File: config.mk
export PLATFORM = sky130hd
export DESIGN_NAME = param_multi_counter
export DESIGN_NICKNAME = d
export VERILOG_FILES = /design/src/rtl/param_multi_counter.sv
export SDC_FILE = /design/constraint.sdc
export NUM_CORES = 1
export LEC_CHECK = 0
export BUFFER_PORTS_ARGS = -buffer_cell sky130_fd_sc_hd__buf_2
export CAP_MARGIN = 20
export CORE_MARGIN = 1
export CORE_UTILIZATION = 38
export CTS_BUF_LIST = sky130_fd_sc_hd__clkbuf_16
export DETAILED_ROUTE_END_ITERATION = 10
export PLACE_DENSITY = 0.69
export SYNTH_ARGS = -nofsm -noshare
export SYNTH_HDL_FRONTEND = slang
export SYNTH_SLANG_ARGS = --single-unit
File: constraint.sdc
create_clock -name clk_clk -period 2.54 [get_ports clk_clk]
set_clock_uncertainty 0.2 [all_clocks]
set_input_delay 0.381 -clock clk_clk [delete_from_list [all_inputs] [get_ports clk_clk]]
set_output_delay 0.381 -clock clk_clk [all_outputs]
set_load 0.01 [all_outputs]
File: src/rtl/param_multi_counter.sv
// Bank of independent up/down counters sharing one prescaler tick.
// Each channel supports load, stop-at-terminal or wrap/reload, and a terminal pulse.
module param_multi_counter #(
    parameter int WIDTH    = 8,
    parameter int CHANNELS = 4,
    parameter int PRE_W    = 8
) (
    input  logic                      clk_clk,
    input  logic                      reset_reset,
    input  logic [PRE_W-1:0]          prescale_div,
    input  logic [CHANNELS-1:0]       en,
    input  logic [CHANNELS-1:0]       dec,
    input  logic [CHANNELS-1:0]       mode,
    input  logic [CHANNELS-1:0]       latch,
    input  logic [CHANNELS*WIDTH-1:0] in_value,
    output logic [CHANNELS*WIDTH-1:0] count,
    output logic [CHANNELS-1:0]       zero,
    output logic [CHANNELS-1:0]       term_pulse
);

    localparam logic [WIDTH-1:0] MAX_VAL = '1;

    logic [PRE_W-1:0] pre_cnt;
    logic             tick;

    // Compare with >= so that shrinking the divisor mid-period ticks at once instead of wrapping.
    assign tick = (pre_cnt >= prescale_div);

    always_ff @(posedge clk_clk) begin
        if (reset_reset) begin
            pre_cnt <= '0;
        end else if (tick) begin
            pre_cnt <= '0;
        end else begin
            pre_cnt <= pre_cnt + 1'b1;
        end
    end

    for (genvar i = 0; i < CHANNELS; i++) begin : g_chan
        logic [WIDTH-1:0] cnt_q;
        logic [WIDTH-1:0] reload_q;
        logic             term_q;
        logic             step;
        logic [WIDTH-1:0] step_val;
        logic [WIDTH-1:0] term_val;
        logic             hit;

        assign step = tick && en[i] && !latch[i];

        always_comb begin
            step_val = cnt_q;
            term_val = dec[i] ? '0 : MAX_VAL;
            if (dec[i]) begin
                if (cnt_q != '0) begin
                    step_val = cnt_q - 1'b1;
                end else if (mode[i]) begin
                    step_val = reload_q;
                end else begin
                    step_val = '0;
                end
            end else begin
                if (cnt_q != MAX_VAL) begin
                    step_val = cnt_q + 1'b1;
                end else if (mode[i]) begin
                    step_val = '0;
                end else begin
                    step_val = MAX_VAL;
                end
            end
            // A stopped counter sitting on its terminal value must not pulse again.
            hit = (step_val == term_val) && ((cnt_q != term_val) || mode[i]);
        end

        always_ff @(posedge clk_clk) begin
            if (reset_reset) begin
                cnt_q    <= '0;
                reload_q <= '0;
                term_q   <= 1'b0;
            end else if (latch[i]) begin
                cnt_q    <= in_value[i*WIDTH +: WIDTH];
                reload_q <= in_value[i*WIDTH +: WIDTH];
                term_q   <= 1'b0;
            end else if (step) begin
                cnt_q    <= step_val;
                term_q   <= hit;
            end else begin
                term_q   <= 1'b0;
            end
        end

        assign count[i*WIDTH +: WIDTH] = cnt_q;
        assign zero[i]                 = (cnt_q == '0);
        assign term_pulse[i]           = term_q;
    end

endmodule

==> metrics.txt, run 1 <==
CP max FO=6; initial drt markers=611; WS Path Type=reg -> out; post-DR vias/cell=5.941; largest net degree at the start of global routing=35; syn_area_per_cell=7.265 sq um; Synth top area share=around a quarter; relative slew slack=65.66%; global-route wire length before repair=31.55 mm; CTS tree=done; endpoints failing hold=0; final wirelength=approximately 20 mm; predominant post-synthesis flop cell=dfxtp_1; ratio of cells with drive above 1 in the final layout=24.13%; period utilisation layout=97.90%; # rows=45; Ys Warns=0; Synth Instances=815; Core Util, Final=48.62%; initial antenna violation count=0; mux cell area share after synthesis=3.910%; Top Layer Used=met4; met3 wire len=1.414 mm; total CTS buffers=9; Metal-1 WL=~9 mm; die height=around 130 um; I/O Buffers=97; overall routing resource usage=24.32%; WP data arrival=about 1.9 ns; total grt overflow=0; crit path launch type=register; Synth Area in Compound Gates=27.83%; clock sinks=76; clock latency on the worst-skew pair=0.35 ns; met2 WL post-DR=8.984 mm; Synth async-reset ratio=0%; Least-Margin Pin Slew=0.5112 ns; Synth Area in Simple Gates=a little over a quarter; status=finished clean; initial core utilization=38.95%; main combinational cell family by area after synthesis=compound AO/OA/AOI/OAI gates; xor/xnor cell area share of the yosys netlist=3.550%; sequential share of the synthesized area=between 20% and 30%; main area contributors after synthesis=dfxtp_1, a21oi_1, nand2_1; CP Capture Type=primary output; Core Area=~15000 sq um; Post-synth EDFFs=0; io pins=98; cell taking the most area after synthesis=dfxtp_1; Routed WL per cell=17.35 um; RSZ-0062 raised after global routing=yes; die width=126.8 um; FMAX=402.1 MHz; CTS Buffer Depth=2; DRT Pass-1 Iters=5; Synth Area in Adders=4.438%; Distinct cells, synth=74; clk slew on worst S/H paths=0.06 ns; syn nets=~890; Mapped Area=5921 sq um; root buf cell=clkbuf_16; via count=6761; # nets final=1023; die area=16080 sq um; setup slack, reg-to-reg=approximately 0.070 ns; Slew Limit Fails=0; CTS Hold Bufs=0; class of the worst hold path=in -> reg; DP HPWL=14.63 mm; #FFs+latches synth=76; residual DRC count=0; max-cap viol count=0; VDD IR max=300.7 uV; routability cong.=between 0.9 and 1; Routed Antenna Nets=0; Setup Viol. Count Final=0; post-layout min period=2.487 ns; htree depth=3; Area Overhead vs Synth=24.83%; vias in the first global route=6254; Leak=3.152 nW; Pwr Density=499.3 nW/um^2; data required time of the worst path=just under 2 ns; Filler cells=1532; Final Power=3.690 mW
per-layer routing:
layer  track usage (%)  up-vias
met5                 0        -
met4             7.913        0
met3             4.133       36
met2             39.50      308
met1             32.68     3145
li1                  -     3272
through the flow:
step	cells	worst slack, ns	hold slack [ns]	area (sq um)	TNS, ns
floorplan	815	0.003089	0.2376	5926	0
global placement	1116	0.05422	0.2539	6980	0
detailed placement	1116	0.04915	0.2569	6980	0
CTS	1133	0.01646	0.09666	7303	0
global route	1137	-0.01700	0.1154	7388	-0.02075
finish	1138	0.05326	0.09377	7391	0
cells in the final DEF (no fill, tap or decap), types with 9 or more instances in the layout:
cell       instances
and3_1            11
nand2b_1          13
nor4_1            11
clkbuf_16          9
o22ai_1           14
buf_2             97
mux2i_1           22
nor2_1            51
nand4_1           17
nand2_1          102
dfxtp_1           73
ha_1              19
nor2b_1           10
inv_1             34
buf_4             84
a211oi_1          12
nor3_1            23
o21ai_0           40
nand3_1           23
xnor2_1           16
a21oi_1           81
power by group:
part           internal, mW  total [mW]  switching [mW]
combinational         0.455        1.01           0.559
sequential             1.26        1.34          0.0865
clock                 0.767        1.33           0.566
state kept, by name, summed over array words and instances (netlist names):
signal	count
g_chan.reload_q	32
g_chan.cnt_q	32
pre_cnt	8
g_chan.term_q	4
kinds of logic (layout without fill, tap and decap cells):
kind of cell,after synthesis,count (layout)
flops,76,76
buf+inv,105,239
xor+xnor,24,24
other cells,0,1
fa+ha+maj,21,21
compound gates,249,249
simple gates,317,317
mux,23,23
cells in the mapped netlist (all sizes together) (6+ instances only):
cell type  number
buf            17
a211oi         12
dfxtp          76
o32ai           7
nand3          23
mux2i          22
a31oi           8
nor2b          10
nor3           24
xor2            8
nand2         102
nand4          17
o21ai          41
or4             8
a211o           8
or3             7
xnor2          16
a21oi          81
o22ai          15
and3           11
nor2           52
nor3b           7
and4            6
o31ai           9
ha             21
nand2b         13
clkbuf         48
inv            37
nor4           13
worst max-delay path: stages, from the launching register on:
cell     delay, ns
dfxtp_2       0.35
inv_2         0.07
ha_2          0.17
or4b_4        0.50
buf_6         0.15
nor2_4        0.09
buf_6         0.12
buf_2         0.12
worst paths after layout:
check,start,to,cells after the start
max,g_chan[0].cnt_q[0],zero[0],7
min,in_value[25],g_chan[3].reload_q[1],3
max reg2reg,g_chan[0].cnt_q[0],g_chan[0].term_q,9
min reg2reg,g_chan[0].reload_q[3],g_chan[0].reload_q[3],2
final cells by class:
type | instances | area, sq um | area share (%)
diodes | 1 | 2.502 | 0.03386
flip-flops and latches | 76 | 1525 | 20.64
clock inverters | 7 | 76.32 | 1.033
inverters | 40 | 150.1 | 2.031
clock buffers | 9 | 225.2 | 3.047
repair buffers | 183 | 1139 | 15.41
well taps | 188 | 235.2 | 3.183
multi-input cells | 634 | 4038 | 54.63
repair_timing:
item / in CTS / in global routing
gates resized for setup: 4 / 14
pin swaps: 0 / 2
buffers inserted: 1 / 4
endpoints found under the setup margin: 1 / 9
(Power assumes the default switching activity.)
==> inputs of run 2 (changes only) <==
- PLACE_DENSITY: 0.69 -> 0.67
- clock period: 2.54 -> 2.9 ns (I/O delays scaled with it)
==> metrics.txt, run 2 (synthesis results as in run 1) <==
Slew Limit Fails=0 (unchanged); most common cell after layout, fill and taps aside=nand2_1; io pins=98 (unchanged); # rows=45 (unchanged); Hold EP=g_chan[1].reload_q[6]; final wirelength=18.42 mm (-6.7%); clk slew on worst S/H paths=0.06 ns (about the same); post-DR vias/cell=6.004 (+1.1%); Register Area=1521 sq um (-0.25%); initial antenna violation count=0 (unchanged); residual DRC count=0 (unchanged); FMAX=374.2 MHz; ratio of cells with drive above 1 in the final layout=17.75% (-6.4 points); RSZ-0062 raised after global routing=no; Final Power=2.977 mW (-19%); placed cells=1068 (-4.3%); hold_sp=in_value[14]; CTS Buffer Depth=2 (unchanged); post-layout min period=2.672 ns; die width=126.8 um (unchanged); Leak=2.856 nW (-9.4%); Pwr Density=432.7 nW/um^2 (-13%); Routed WL per cell=17.00 um (-2.0%); Least-Margin Pin Slew=0.5966 ns (+0.08539 ns); area of the multi-input gates=3980 sq um (-1.4%); total CTS buffers=9 (unchanged); reg2reg end=g_chan[3].term_q; Filler cells=1604 (+4.7%); Core Area=15200 sq um (unchanged); DP HPWL=13.65 mm (-6.7%); max-cap viol count=0 (unchanged); clock sinks=76 (unchanged); data required time of the worst path=2.27 ns (+0.31 ns); die height=126.8 um (unchanged); WS Path Type=reg -> out; period utilisation layout=92.15%; CP max FO=7 (+1); largest net degree at the start of global routing=32 (-8.6%); Worst R2R Start=g_chan[3].cnt_q[0]; relative slew slack=59.72% (-5.9 points); total grt overflow=0 (unchanged); initial core utilization=38.95% (unchanged); root buf cell=clkbuf_16; Hold Path Cell Cnt=3 (unchanged); vias in the first global route=5865 (-6.2%); endpoints failing hold=0 (unchanged); Setup Viol. Count Final=0 (unchanged); R2R depth=9 (unchanged); VDD IR max=305.9 uV (+1.7%); global-route wire length before repair=30.55 mm (-3.2%); overall routing resource usage=23.33% (-0.99 points); n_diodes=0 (-1); Final Non-Filler Cells=1084 (-4.7%); via count=6508 (-3.7%); htree depth=3 (unchanged); # nets final=970 (-5.2%); Area Overhead vs Synth=16.21%; Routed Antenna Nets=0 (unchanged); top flop regs=g_chan.cnt_q x32, g_chan.reload_q x32, pre_cnt x8; I/O Buffers=97 (unchanged); initial drt markers=714 (+17%); CP Capture Type=primary output; setup TNS after final layout=0 ns (unchanged); die area=16080 sq um (unchanged); status=finished clean; DRT Pass-1 Iters=6 (+1); setup slack, reg-to-reg=0.24 ns (+0.17 ns); routability cong.=0.9294 (-2.3%); most frequent cells in the layout=nand2_1, buf_2, a21oi_1; clock latency on the worst-skew pair=0.34 ns (about the same); postcts setup bufs=0 (-1); crit path launch type=register; CTS tree=done; class of the worst hold path=in -> reg; WP data arrival=2.04 ns (+0.13 ns)
run 2: cell count changes in the layout (fill, tap and decap cells not counted), sizes merged:
cell | before | now
diode | 1 | 0
clkinvlp | 1 | 2
bufinv | 1 | 0
buf | 183 | 130
run 2: through the flow:
stage	utilization (%)	cell area [sq um]	worst slack, ns	hold WS, ns
final	45.26	6880	0.2277	0.1562
after global routing	45.26	6880	0.1059	0.1819
after CTS	45.23	6875	0.1009	0.1462
after detailed placement	43.51	6615	0.3268	0.2599
after global placement	43.51	6615	0.3195	0.2533
after floorplan	-	5921	0.3320	0.2376
run 2: repair_timing:
item,CTS,global route
endpoints found under the setup margin,0,1
hold buffers,0,0
gates resized for setup,0,1
run 2: critical path, stage by stage (launching register included):
cell	delay [ns]
dfxtp_1	0.40
inv_1	0.15
ha_1	0.22
nor3b_2	0.31
nand2_1	0.22
inv_1	0.21
buf_2	0.18
run 2: layer usage:
| layer | share of wire, % | GRT usage (%) | up-vias |
|---|---|---|---|
| met2 | 46 | 37.59 | 293 |
| met3 | 6.5 | 3.374 | 23 |
| met1 | 46 | 32.13 | 3027 |
| met5 | 0 | 0 | - |
| li1 | - | - | 3165 |
| met4 | 1.3 | 7.073 | 0 |
run 2: worst max path at each step:
stage	endpoint	startpoint	depth (start not counted)	slack (ns)
finish	zero[3]	g_chan[3].cnt_q[0]	6	0.23
global route	g_chan[3].term_q	g_chan[3].cnt_q[1]	9	0.11
CTS	zero[3]	g_chan[3].cnt_q[0]	6	0.10
detailed placement	g_chan[3].term_q	g_chan[3].cnt_q[0]	9	0.33
global placement	g_chan[3].term_q	g_chan[3].cnt_q[0]	9	0.32
floorplan	g_chan[0].term_q	g_chan[0].cnt_q[0]	10	0.33
run 2: cell type report:
type | instances | area share, %
multi-input combinational | 634 | 57.85
timing repair buffer | 130 | 10.66
inverter | 40 | 2.182
clock inverter | 7 | 0.5092
clock buffer | 9 | 3.273
tap | 188 | 3.419
sequential | 76 | 22.11
run 2: where the power goes:
part           internal [mW]  switching, mW
clock                  0.566          0.456
combinational          0.323          0.441
sequential              1.10         0.0896
total                   1.99          0.986
==> inputs of run 3 (changes only) <==
==> constraint.sdc (replaced) <==
create_clock -name clk_clk -period 2.9 [get_ports clk_clk]
set_clock_uncertainty 0.2 [all_clocks]
set_input_delay 0.58 -clock clk_clk [delete_from_list [all_inputs] [get_ports clk_clk]]
set_output_delay 0.58 -clock clk_clk [all_outputs]
set_load 0.01 [all_outputs]
==> metrics.txt, run 3 (synthesis results as in run 1) <==
slowest cell delay on critical path=0.56 ns (+0.16 ns); FMAX=366.1 MHz (-2.2%); CTS Buffer Depth=2 (unchanged); WS Path Type=reg -> out; Core Util, Final=46.19% (+0.93 points); clock sinks=76 (unchanged); CTS tree=done; Crit-path slowest cell=or4b_1; Bufs and invs on worst path=2 (-1); initial drt markers=588 (-18%); hold_sp=g_chan[2].reload_q[5]; CP max FO=6 (-1); initial core utilization=38.95% (unchanged); post-DR vias/cell=5.963 (-0.68%); die area=16080 sq um (unchanged); routability cong.=0.9576 (+3.0%); n_diodes=0 (unchanged); DP HPWL=14.01 mm (+2.7%); endpoints failing hold=0 (unchanged); final wirelength=18.74 mm (+1.7%); post-layout min period=2.731 ns (+0.05917 ns); Routed WL per cell=17.05 um (+0.35%); Clock power frac=35.3% (+1.0 points); CP Capture Type=primary output; residual DRC count=0 (unchanged); top flop regs=g_chan.cnt_q x32, g_chan.reload_q x32, pre_cnt x8; setup slack, reg-to-reg=0.36 ns (+0.12 ns); RSZ-0062 raised after global routing=no; Setup Viol. Count Final=0 (unchanged); setup TNS after final layout=0 ns (unchanged); root buf cell=clkbuf_16; total grt overflow=0 (unchanged); io pins=98 (unchanged); Fin Hold WS=0.2636 ns (+0.1074 ns); overall routing resource usage=23.53% (+0.19 points); Worst R2R Start=g_chan[0].cnt_q[0]; Final Power=3.052 mW (+2.5%); period utilisation layout=94.19% (+2.0 points); I/O Buffers=97 (unchanged); most frequent cells in the layout=nand2_1, buf_2, a21oi_1; Logic pwr share=25.9% (+0.2 points); VDD IR max=277.5 uV (-9.3%); ratio of cells with drive above 1 in the final layout=19.32% (+1.6 points); clk slew on worst S/H paths=0.05 ns (about the same); Final Non-Filler Cells=1099 (+1.4%); WP data arrival=1.95 ns (-0.09 ns); Hold Path Cell Cnt=2 (-1); global-route wire length before repair=30.71 mm (+0.52%); Least-Margin Pin Slew=0.5446 ns (-0.05198 ns); most common cell after layout, fill and taps aside=nand2_1; status=finished clean; CTS Hold Bufs=0 (unchanged); class of the worst hold path=reg -> reg; crit path launch type=register; Pwr Density=434.7 nW/um^2 (+0.48%); htree depth=3 (unchanged); placed cells=1083 (+1.4%); Seq pwr share=38.8% (-1.2 points); Sw Pwr=962.5 uW (-2.4%); DRT Pass-1 Iters=5 (-1); Slew Limit Fails=0 (unchanged); largest net degree at the start of global routing=31 (-3.1%); clock latency on the worst-skew pair=0.33 ns (about the same); CP top delay family=simple AND/OR/NAND/NOR gates; # nets final=985 (+1.5%); Routed Antenna Nets=0 (unchanged); total CTS buffers=9 (unchanged); reg2reg end=g_chan[0].term_q; die width=126.8 um (unchanged); Sw Ratio=31.53% (-1.6 points); initial antenna violation count=0 (unchanged); via count=6553 (+0.69%); Area Overhead vs Synth=18.60%; Cell Chain, Critical Path=inv_1 -> ha_1 -> or4b_1 -> nor2_2 -> buf_2; vias in the first global route=5987 (+2.1%); Leak=2.951 nW (+3.3%); data required time of the worst path=2.12 ns (-0.15 ns); Hold EP=g_chan[2].reload_q[5]; Cell Int Power=2.090 mW (+5.0%); die height=126.8 um (unchanged); Filler cells=1562 (-2.6%); max-cap viol count=0 (unchanged); # rows=45 (unchanged); relative slew slack=63.41% (+3.7 points); R2R depth=8 (-1); Core Area=15200 sq um (unchanged)
-- run 3: layout make-up --
class	instances	area, sq um	share of cell area, %
Inverter	40	150.1	2.138
Sequential cell	76	1521	21.67
Tap cell	188	235.2	3.350
Clock inverter	7	58.81	0.8375
Timing Repair Buffer	145	845.8	12.05
Multi-Input combinational cell	634	3985	56.75
Clock buffer	9	225.2	3.207
-- run 3: per-stage QoR --
step / area (sq um) / setup slack, ns
after floorplan: 5921 / 0.3320
after global placement: 6728 / 0.2831
after detailed placement: 6728 / 0.2050
after CTS: 7017 / 0.1054
after global routing: 7022 / 0.02671
final: 7022 / 0.1686
-- run 3: worst max-delay path by stage --
stage / start / to / slack (ns) / cells past startpoint
floorplan: g_chan[0].cnt_q[0] / g_chan[0].term_q / 0.33 / 10
global placement: prescale_div[2] / g_chan[3].cnt_q[6] / 0.28 / 9
detailed placement: prescale_div[2] / g_chan[3].cnt_q[6] / 0.21 / 9
CTS: g_chan[3].cnt_q[0] / zero[3] / 0.11 / 6
global route: g_chan[1].cnt_q[1] / zero[1] / 0.03 / 6
finish: g_chan[0].cnt_q[0] / zero[0] / 0.17 / 5
-- run 3: repair_timing --
action / 4_1_cts / 5_1_grt
setup endpoints to repair: 1 / 1
buffers inserted: 0 / 0
resized for setup: 1 / 1
endpoints found under the hold margin: 0 / 0
cloned: 0 / 0
-- run 3: metal layers --
layer	global-route usage, %	vias to the layer above	routed length [um]
met4	8.683	0	319
met2	37.20	316	8581
li1	-	3191	-
met5	0	-	0
met1	32.47	3011	8404
met3	3.290	35	1438
-- run 3: power groups by stage --
stage / clock network (mW) / registers [mW] / logic [mW]
floorplan: 0 / 1.17 / 0.532
global placement: 0 / 1.20 / 0.775
detailed placement: 0 / 1.20 / 0.773
CTS: 1.10 / 1.18 / 0.778
global route: 1.16 / 1.19 / 0.869
finish: 1.08 / 1.19 / 0.790
-- run 3: worst min-delay path, stage by stage, from the launching register on --
cell and delay, ns:
dfxtp_1 0.30, nand2_1 0.06, a21oi_1 0.05
